## src/rtl/alu_ctrl_pkg.sv

```systemverilog
// Shared types for alu_ctrl: opcode and FSM state enums, instruction header layout, flag record.
package alu_ctrl_pkg;

    typedef enum logic [2:0] {
        OP_NOP = 3'b000,
        OP_LD  = 3'b001,
        OP_ADD = 3'b010,
        OP_SUB = 3'b011,
        OP_NOT = 3'b100,
        OP_AND = 3'b101,
        OP_OR  = 3'b110,
        OP_XOR = 3'b111
    } op_e;

    typedef enum logic [1:0] {
        ST_IDLE,
        ST_EXEC,
        ST_DONE
    } state_e;

    // Upper eight bits of the instruction word; the immediate sits below at [WIDTH-1:0].
    typedef struct packed {
        op_e        op;
        logic [1:0] rd;
        logic [1:0] rs;
        logic       imm_sel;
    } instr_hdr_t;

    typedef struct packed {
        logic c;
        logic v;
        logic z;
    } flags_t;

    localparam int unsigned HDR_W    = 8;
    localparam int unsigned NUM_REGS = 4;

endpackage

```

## src/rtl/alu_ctrl_alu.sv

```systemverilog
// Combinational ALU for alu_ctrl: result plus {C, V, Z}; C is the borrow for SUB.
module alu
    import alu_ctrl_pkg::*;
#(
    parameter int unsigned WIDTH = 8
) (
    input  op_e              op_i,
    input  logic [WIDTH-1:0] a_i,
    input  logic [WIDTH-1:0] b_i,
    input  logic             ci_i,
    output logic [WIDTH-1:0] res_o,
    output flags_t           flags_o
);

    localparam int unsigned MSB = WIDTH - 1;

    logic [WIDTH:0]   wide;
    logic [WIDTH-1:0] res;
    logic             c;
    logic             v;

    always_comb begin
        wide = '0;
        res  = '0;
        c    = 1'b0;
        v    = 1'b0;
        case (op_i)
            OP_NOP: res = a_i;
            OP_LD:  res = b_i;
            OP_ADD: begin
                wide = {1'b0, a_i} + {1'b0, b_i} + {{WIDTH{1'b0}}, ci_i};
                res  = wide[WIDTH-1:0];
                c    = wide[WIDTH];
                v    = (a_i[MSB] == b_i[MSB]) && (res[MSB] != a_i[MSB]);
            end
            OP_SUB: begin
                // Bit WIDTH of the extended difference is set exactly when a < b + ci.
                wide = {1'b0, a_i} - {1'b0, b_i} - {{WIDTH{1'b0}}, ci_i};
                res  = wide[WIDTH-1:0];
                c    = wide[WIDTH];
                v    = (a_i[MSB] != b_i[MSB]) && (res[MSB] != a_i[MSB]);
            end
            OP_NOT: res = ~a_i;
            OP_AND: res = a_i & b_i;
            OP_OR:  res = a_i | b_i;
            OP_XOR: res = a_i ^ b_i;
            default: res = a_i;
        endcase
    end

    assign res_o   = res;
    assign flags_o = '{c: c, v: v, z: (res == '0)};

endmodule

```

## src/rtl/alu_ctrl.sv

```systemverilog
// Register-file ALU controller: IDLE/EXEC/DONE handshake around the alu sub-module.
// Optional feature macro: ALU_CTRL_CARRY_CHAIN_EN (ADD/SUB carry-in taken from stored C).
module alu_ctrl
    import alu_ctrl_pkg::*;
#(
    parameter int unsigned WIDTH = 8
) (
    input  logic               clk,
    input  logic               rst,
    input  logic               in_valid,
    output logic               in_ready,
    input  logic [WIDTH+7:0]   in_instr,
    output logic               out_valid,
    input  logic               out_ready,
    output logic [WIDTH-1:0]   out_data,
    output logic [2:0]         out_flags
);

    state_e                   state_q, state_d;
    logic [WIDTH+HDR_W-1:0]   instr_q, instr_d;
    logic [WIDTH-1:0]         regs_q [NUM_REGS];
    logic [WIDTH-1:0]         regs_d [NUM_REGS];
    flags_t                   flags_q, flags_d;
    logic [WIDTH-1:0]         out_data_q, out_data_d;
    flags_t                   out_flags_q, out_flags_d;

    instr_hdr_t               hdr;
    logic [WIDTH-1:0]         imm;
    logic [WIDTH-1:0]         op_a;
    logic [WIDTH-1:0]         op_b;
    logic                     ci;
    logic [WIDTH-1:0]         alu_res;
    flags_t                   alu_flags;

    assign hdr  = instr_hdr_t'(instr_q[WIDTH +: HDR_W]);
    assign imm  = instr_q[WIDTH-1:0];
    // Operands come from registered state, so rd == rs sees the pre-execution value twice.
    assign op_a = regs_q[hdr.rd];
    assign op_b = hdr.imm_sel ? imm : regs_q[hdr.rs];

`ifdef ALU_CTRL_CARRY_CHAIN_EN
    assign ci = flags_q.c;
`else
    assign ci = 1'b0;
`endif

    alu #(.WIDTH(WIDTH)) u_alu (
        .op_i    (hdr.op),
        .a_i     (op_a),
        .b_i     (op_b),
        .ci_i    (ci),
        .res_o   (alu_res),
        .flags_o (alu_flags)
    );

    always_comb begin
        state_d     = state_q;
        instr_d     = instr_q;
        regs_d      = regs_q;
        flags_d     = flags_q;
        out_data_d  = out_data_q;
        out_flags_d = out_flags_q;
        in_ready    = 1'b0;
        out_valid   = 1'b0;
        case (state_q)
            ST_IDLE: begin
                in_ready = 1'b1;
                if (in_valid) begin
                    instr_d = in_instr;
                    state_d = ST_EXEC;
                end
            end
            ST_EXEC: begin
                if (hdr.op != OP_NOP) begin
                    regs_d[hdr.rd] = alu_res;
                    flags_d        = alu_flags;
                    out_data_d     = alu_res;
                    out_flags_d    = alu_flags;
                end else begin
                    out_data_d  = op_a;
                    out_flags_d = flags_q;
                end
                state_d = ST_DONE;
            end
            ST_DONE: begin
                out_valid = 1'b1;
                if (out_ready) begin
                    state_d = ST_IDLE;
                end
            end
            default: state_d = ST_IDLE;
        endcase
    end

    always_ff @(posedge clk or posedge rst) begin
        if (rst) begin
            state_q     <= ST_IDLE;
            instr_q     <= '0;
            flags_q     <= '0;
            out_data_q  <= '0;
            out_flags_q <= '0;
            for (int unsigned i = 0; i < NUM_REGS; i++) begin
                regs_q[i] <= '0;
            end
        end else begin
            state_q     <= state_d;
            instr_q     <= instr_d;
            flags_q     <= flags_d;
            out_data_q  <= out_data_d;
            out_flags_q <= out_flags_d;
            for (int unsigned i = 0; i < NUM_REGS; i++) begin
                regs_q[i] <= regs_d[i];
            end
        end
    end

    assign out_data  = out_data_q;
    assign out_flags = out_flags_q;

endmodule

```

## config.mk

```make
export PLATFORM = sky130hd
export DESIGN_NAME = alu_ctrl
export DESIGN_NICKNAME = d
export VERILOG_FILES = /design/src/rtl/alu_ctrl_pkg.sv /design/src/rtl/alu_ctrl_alu.sv /design/src/rtl/alu_ctrl.sv
export SDC_FILE = /design/constraint.sdc
export NUM_CORES = 1
export LEC_CHECK = 0
export CORE_MARGIN = 1
export CORE_UTILIZATION = 35
export CTS_BUF_LIST = sky130_fd_sc_hd__clkbuf_2
export DETAILED_ROUTE_END_ITERATION = 12
export GPL_ROUTABILITY_DRIVEN = 0
export GPL_TIMING_DRIVEN = 0
export SLEW_MARGIN = 20
export SYNTH_ARGS = -nofsm -noshare
export SYNTH_HDL_FRONTEND = slang
export SYNTH_HIERARCHICAL = 1
export SYNTH_SLANG_ARGS = --single-unit
```

## constraint.sdc

```tcl
create_clock -name clk -period 6.7 [get_ports clk]
set_input_delay 1.34 -clock clk [delete_from_list [all_inputs] [get_ports clk]]
set_output_delay 1.34 -clock clk [all_outputs]
set_load 0.005 [all_outputs]
```

### Word level (Yosys, flattened, before mapping)

Index checks and enable logic that the tools add are counted.

| word-level totals | value |
|---|---|
| bits in registers | 61 |
| input port bits | 20 |

| cells by class | value |
|---|---|
| add/subtract/negate cells | 2 |
| reductions and logical operators | 10 |
| bitwise gates (word level) | 6 |
| magnitude comparators | 3 |
| muxes and demuxes | 20 |
| eq/ne operators | 15 |

Operators by type and width:

| kind | number |
|---|---|
| case mux 8 bit (8 select lines) | 1 |
| 2-to-1 mux 8 bit | 7 |
| binary-select mux 8 bit (select 2 bit) | 2 |
| bitwise mux 32 bit | 1 |
| demux 8 bit (select 2 bit) | 1 |
| == test 3 bit, second input constant | 4 |
| adder 8 x 8 -> 9 bit | 1 |
| subtractor 8 x 8 -> 9 bit | 1 |
| bitwise AND 8 bit | 1 |
| logical NOT 8 bit | 1 |
| NOT 8 bit | 1 |
| bitwise OR 8 bit | 1 |
| bitwise XOR 8 bit | 1 |
| == test 3 x 2 -> 1 bit, second input constant | 2 |
| >= comparator 3 bit, second input constant | 2 |
| NOT 2 -> 3 bit | 2 |
| case mux 2 bit (3 select lines) | 1 |
| AND reduction 2 bit | 3 |
| 2-to-1 mux 2 bit | 2 |
| != test 2 bit, second input constant | 2 |
| case mux 1 bit (2 select lines) | 2 |
| == test 3 x 1 -> 1 bit, second input constant | 1 |
| logical AND 1 bit | 3 |
| logical NOT 3 bit | 1 |
| other kinds (9) | 12 |

### Depth between registers and ports, before layout

Gate-level depths: netlist of run 1.

| depth | value |
|---|---|
| depth in word-level cells | 10 |
| depth in mapped cells | 15 |
| gate-level depth less buffers | 13 |

### Modules after synthesis

The synthesis of run 1 kept the hierarchy.

By module, submodules not included:

| module | instances | sequential area each (µm²) | cells an instance | area each (µm²) |
|---|---|---|---|---|
| alu_ctrl | 1 | 1526.5 | 179 | 2922.8 |
| alu | 1 | 0.0 | 229 | 1641.6 |

### Least setup slack after synthesis of run 1

Ideal clock, no wire load.

| timing path | value |
|---|---|
| kind | reg2reg |
| start | reg instr_q[9] |
| end | reg out_flags_q, in the netlist out_flags[0] |
| period minus slack after synthesis | 3.662 ns |
| setup slack | 3.038 ns |
| buffers on the path | 1 |
| stages on the path, launching flop included | 15 |
| setup time | 0.065 ns |
| arrival | 3.598 ns |
| cell sequence | dfrtp_1 -> buf_2 -> mux4_2 -> mux2_2 -> fa_1 -> inv_1 -> ha_1 -> o211ai_1 -> nand3_1 -> and3_1 -> o32a_1 -> a41o_1 -> nor2_1 -> nor4b_2 -> mux2_2 |

RTL lines:

| element | line | source |
|---|---|---|
| start, declared | alu_ctrl.sv:20 | `logic [WIDTH+HDR_W-1:0] instr_q, instr_d;` |
| start signal, assigned | alu_ctrl.sv:107 | `instr_q <= instr_d;` |
| end signal, assigned | alu_ctrl.sv:110 | `out_flags_q <= out_flags_d;` |
| end, declared | alu_ctrl.sv:25 | `flags_t out_flags_q, out_flags_d;` |

==> results.md, run 1 <==
- Status: finished, final reports clean
- Die ar.: 13500 sq um
- Setup Fix Bufs, Post-CTS: 0
- CORE AREA: 12700 sq um
- Setup crit start kind: register
- Area contributors post-synth: dfrtp_1 (33%), mux2_2 (13%), ha_1 (8.2%), mux4_2 (7.9%), mux2_4 (2.6%)
- Yosys top cell by area: dfrtp_1
- Synthesized flop and latch total: between 60 and 70
- Final Cycle Share: 62.5%
- Share of cells above drive strength 1: 25.8%
- DPL Wire Length: ~8.4 mm
- Commonest cells after routing, fill and taps aside: dfrtp_1 (61), mux2_2 (51), clkdlybuf4s50_1 (32)
- Diode count: 0
- Drt first pass iters: 4
- Most common cell after layout, fill and taps aside: dfrtp_1
- Req. time, crit path: about 7.2 ns
- Initial antenna violation count: 0
- Hold Path Class: register to register
- Total vias in the final route: 3403
- DRC Markers: 0
- Max-cap violations: 0
- Crit. End Element: register
- Max-slew violations: 0
- Post-synthesis sequential area ratio: approximately 33%
- Root buffer cell: clkbuf_2
- Worst setup path class: register to register
- Initial Utilization: between 30% and 40%
- Setup TNS: 0 ns
- Total GRT Usage: 18.2%
- Die Height: approximately 120 um
- CTS Buf Count: 9
- Setup Viol. Count Final: 0
- Main flop type after synthesis: dfrtp_1
- Synth top area share: 33.4%
- Min Tclk post-route: 4.19 ns
- Clock latency on the worst-skew pair: a little over 0.5 ns
- Fin worst setup slack: 2.51 ns
- CTS tree: done
- Routed vias/inst: around 5.4
- Sink Count: slightly above 60
- FMAX: 0.239 GHz
- Synth cell types: 61
- Least-Margin Pin Slew: 0.699 ns
- Clk buf depth: 2
- Place WS: about 2.5 ns
- Area Overhead vs Synth: 15.2%
- Row count: ~40
- Fill cells: 1235
- Chip Width: ~120 um
- Syn Inst Count: 408
- Htree depth: 3
- Clk slew on worst S/H paths: 0.16 ns
- Clk_skew: 0.0155 ns
- First-pass GRT wire length: between 15 and 20 mm
- Fin. Hold Viols: 0
- CTS Hold Bufs: 0
- Number of synthesized flops with an enable pin: 0
- GR Overflow Total: 0
- PortBufs: 32
- Crit path max fanout: 9
- Final instance area: about 5300 sq um
- Initial DRC count: 142
- Async S/R FF share, synth: 100%
- Dpl cell area: 5130 sq um
- Post-cts resize count: 0
- Worst slew margin: 53.2%
- Arr. time, crit path: 4.64 ns
- Yosys warning count: 6
- Post-layout nets: about 510
- Ports: 33
- Unrepaired setup endpoints after global routing: false
- WL per Instance: between 15 and 20 um
- Largest net degree at the start of global routing: 57
- Cell Area, Synth: 4560 sq um
- Synth Area per Inst: 11.2 sq um
- Total Wirelength: 11.1 mm
- Post-route ant nets: 0
- Vias in the first global route: 3570
sequential cells by signal, indices dropped and copies added (netlist names):
register,cells
regs_q,32
instr_q,16
out_data,8
out_flags,3
state_q,2
synthesized netlist by cell type (3+ instances only):
cell type,n
buf_2,9
a21o_1,5
mux2i_1,5
mux4_2,16
and2_1,9
o22ai_1,5
nand2b_1,4
inv_1,30
xor2_1,7
mux2_4,8
a221oi_1,3
o21ai_0,12
clkbuf_1,5
xnor2_1,6
dfrtp_1,61
nand3_1,4
nor2_1,20
a21oi_1,16
nand3b_1,5
buf_6,4
mux2_2,51
nor3_1,4
fa_1,4
o21a_1,5
nand2_1,19
a221o_1,9
buf_4,5
o211ai_1,4
ha_1,30
through the flow:
stage,hold slack [ns],cells,utilization (%)
6_report,0.529,630,41.5
5_1_grt,0.556,630,41.5
4_1_cts,0.533,630,41.5
3_5_place_dp,0.496,614,40.5
3_3_place_gp,0.492,613,40.3
2_1_floorplan,0.475,409,-
worst paths after layout:
kind | from | cells after the start | end | slack [ns]
worst max-delay path | instr_q[10] | 14 | out_flags[0] | 2.51
worst min-delay path | instr_q[6] | 1 | instr_q[6] | 0.53
worst max register to register | instr_q[10] | 14 | out_flags[0] | 2.51
worst min register to register | instr_q[6] | 1 | instr_q[6] | 0.53
max in group asynchronous | rst | 3 | out_data[6] | 5.18
min in group asynchronous | rst | 2 | state_q[1] | 1.03
worst max-delay path, cell delays in order (launching register included):
cell and delay, ns:
dfrtp_1 0.35, clkbuf_1 0.49, mux4_2 0.34, mux2_2 0.21, inv_1 0.08, fa_1 0.45, fa_1 0.44, o21ai_2 0.18
nand2b_1 0.08, xnor2_1 0.21, o221ai_2 0.15, a22o_1 0.25, or4_1 0.45, nor4b_2 0.27, mux2_2 0.18
final cells by class:
cell class	instances	area, sq um	share of cell area (%)
clock inverter	7	80.1	1.52
clock buffer	9	45.0	0.857
multi-input combinational	293	2780	52.8
tap	172	215	4.09
inverter	31	119	2.26
sequential	61	1530	29.0
buffer	24	150	2.86
timing repair buffer	33	348	6.61
kinds of logic (layout without fill, tap and decap cells):
family | Yosys count | after routing | share of synthesized area [%]
XOR/XNOR | 13 | 13 | 2.49
adder cells (fa/ha/maj) | 34 | 34 | 9.98
buffers and inverters | 55 | 104 | 5.84
other | 1 | 2 | 0.0822
AND/OR/NAND/NOR | 80 | 80 | 10.6
multiplexers | 80 | 80 | 24.2
flip-flops | 61 | 61 | 33.4
AO/OA/AOI/OAI | 84 | 84 | 13.4
layer usage:
| layer | vias to the layer above | share of wire [%] | global-route usage, % |
|---|---|---|---|
| met2 | 84 | 47 | 29.2 |
| met1 | 1724 | 47 | 24.3 |
| met5 | - | 0 | 0 |
| li1 | 1578 | - | - |
| met4 | 0 | 2.3 | 7.95 |
| met3 | 17 | 3.1 | 2.70 |
Power of run 1 is not shown: default switching activity piles up to over one toggle a cycle in this logic, so the estimate is an artifact.
==> run 2: changes to the inputs <==
==> constraint.sdc (replaced) <==
create_clock -name clk -period 4.11 [get_ports clk]
set_input_delay 0.822 -clock clk [delete_from_list [all_inputs] [get_ports clk]]
set_output_delay 0.822 -clock clk [all_outputs]
set_load 0.005 [all_outputs]
==> results.md, run 2 (same netlist as run 1, synthesis figures left out) <==
- Status: finished, final reports clean
- Setup TNS: 0 ns
- Row count: 41
- Fin. Hold Viols: 0
- Root buffer cell: clkbuf_2
- DRC Markers: 0
- Share of cells above drive strength 1: 27.9%
- CTS Buf Count: 9
- Arr. time, crit path: 4.37 ns
- Setup Viol. Count Final: 0
- Die Height: 116 um
- First-pass GRT wire length: 18.6 mm
- Setup crit start kind: register
- Hold Path Class: input port to async pin
- Top reg by flops: regs_q
- Total GRT Usage: roughly 18%
- Worst setup path class: register to register
- PortBufs: 32
- CTS Hold Bufs: 0
- Crit. End Element: register
- CORE AREA: ~13000 sq um
- Post-route ant nets: 0
- Crit path max-delay cell type: or4_1
- FMAX: between 0.2 and 0.3 GHz
- Place WS: -0.0942 ns
- GR Overflow Total: 0
- Crit path max fanout: 8
- Post-layout utilization of the core: between 40% and 50%
- CTS tree: done
- Initial antenna violation count: 0
- Clk buf depth: 2
- WL per Instance: 17.8 um
- Clk_skew: approximately 0.02 ns
- Sink Count: 61
- Crit Reg-Reg Endpoint: out_flags[0]
- CP peak stage delay: 0.57 ns
- Most common cell after layout, fill and taps aside: dfrtp_1
- Min Tclk post-route: 3.92 ns
- Initial Utilization: a little over a third
- Fill cells: 1224
- Ports: 33
- Die ar.: 13500 sq um
- Chip Width: 116 um
- Total vias in the final route: 3422
- Crit-path cells: buf_12 > mux4_2 > mux2_4 > fa_1 > ha_1 > xor2_1 > a21oi_1 > o21ai_0 > o22a_1 > or4_1 > nor4b_4 > mux2_2
- Fin worst setup slack: 0.193 ns
- R2R depth: 12
- R2r setup slk: between 0.15 and 0.2 ns
- Vias in the first global route: between 3000 and 4000
- Least-Margin Pin Slew: 0.712 ns
- Max-cap violations: 0
- DPL Wire Length: 8.39 mm
- Area Overhead vs Synth: 17.2%
- Max reg flops: 32
- CP bufs+invs: 1
- CP top delay family: multiplexers
- Drt first pass iters: 4
- Diode count: 0
- Largest net degree at the start of global routing: 57
- Clk slew on worst S/H paths: between 0.15 and 0.2 ns
- Initial DRC count: 142
- Routed vias/inst: 5.39
- Final Cycle Share: 95.3%
- Max-slew violations: 0
- Clock latency on the worst-skew pair: approximately 0.51 ns
- Total Wirelength: 11.3 mm
- Commonest cells after routing, fill and taps aside: dfrtp_1 (58), mux2_2 (50), clkdlybuf4s50_1 (32)
- Htree depth: 3
- Unrepaired setup endpoints after global routing: false
- Worst reg2reg startpoint: instr_q[9]
- Worst slew margin: 52.3%
- Req. time, crit path: 4.56 ns
- Post-layout nets: 512
-- run 2: cell count changes in the layout (fill, tap and decap cells not counted), moves of 2 or more --
cell     before  now
buf_2         9    7
buf_4         5   12
dfrtp_1      61   58
dfrtp_2       0    3
-- run 2: metrics by stage --
step | area, sq um | hold slack [ns] | cells
final | 5350 | 0.511 | 635
after global routing | 5350 | 0.489 | 635
after CTS | 5260 | 0.487 | 629
after detailed placement | 5130 | 0.496 | 614
after global placement | 5100 | 0.492 | 613
after floorplan | 4570 | 0.475 | 409
-- run 2: metal layers --
layer / global-route usage, % / up-vias / share of wire (%)
met5: 0 / - / 0
met4: 7.95 / 0 / 2.1
met3: 2.70 / 15 / 3.5
met2: 29.2 / 93 / 48
met1: 24.3 / 1727 / 47
li1: - / 1587 / -
-- run 2: timing repair --
action / in CTS / in global routing
setup buffers: 0 / 7
hold endpoints to repair: 0 / 0
setup endpoints to repair: 3 / 8
gates resized for setup: 1 / 11
pin swaps: 0 / 4
gates cloned: 0 / 0
-- run 2: area by class of cell --
cell class                 instances  area, sq um  area share, %
buffer                            22          160           2.99
sequential                        61         1530           28.6
clock buffer                       9         45.0          0.842
timing repair buffer              40          400           7.49
inverter                          31          119           2.22
multi-input combinational        293         2800           52.3
clock inverter                     7         80.1           1.50
tap                              172          215           4.02
-- run 2: worst max path at each step --
stage                            from      endpoint  depth (start not counted)
after detailed placement  instr_q[10]  out_flags[0]                         14
final                      instr_q[9]  out_flags[0]                         12
after floorplan            instr_q[9]  out_flags[0]                         14
after global placement    instr_q[10]  out_flags[0]                         14
after global routing       instr_q[9]  out_flags[0]                         14
after CTS                 instr_q[12]  out_flags[0]                         12
Power of run 2 is left out for the same reason.
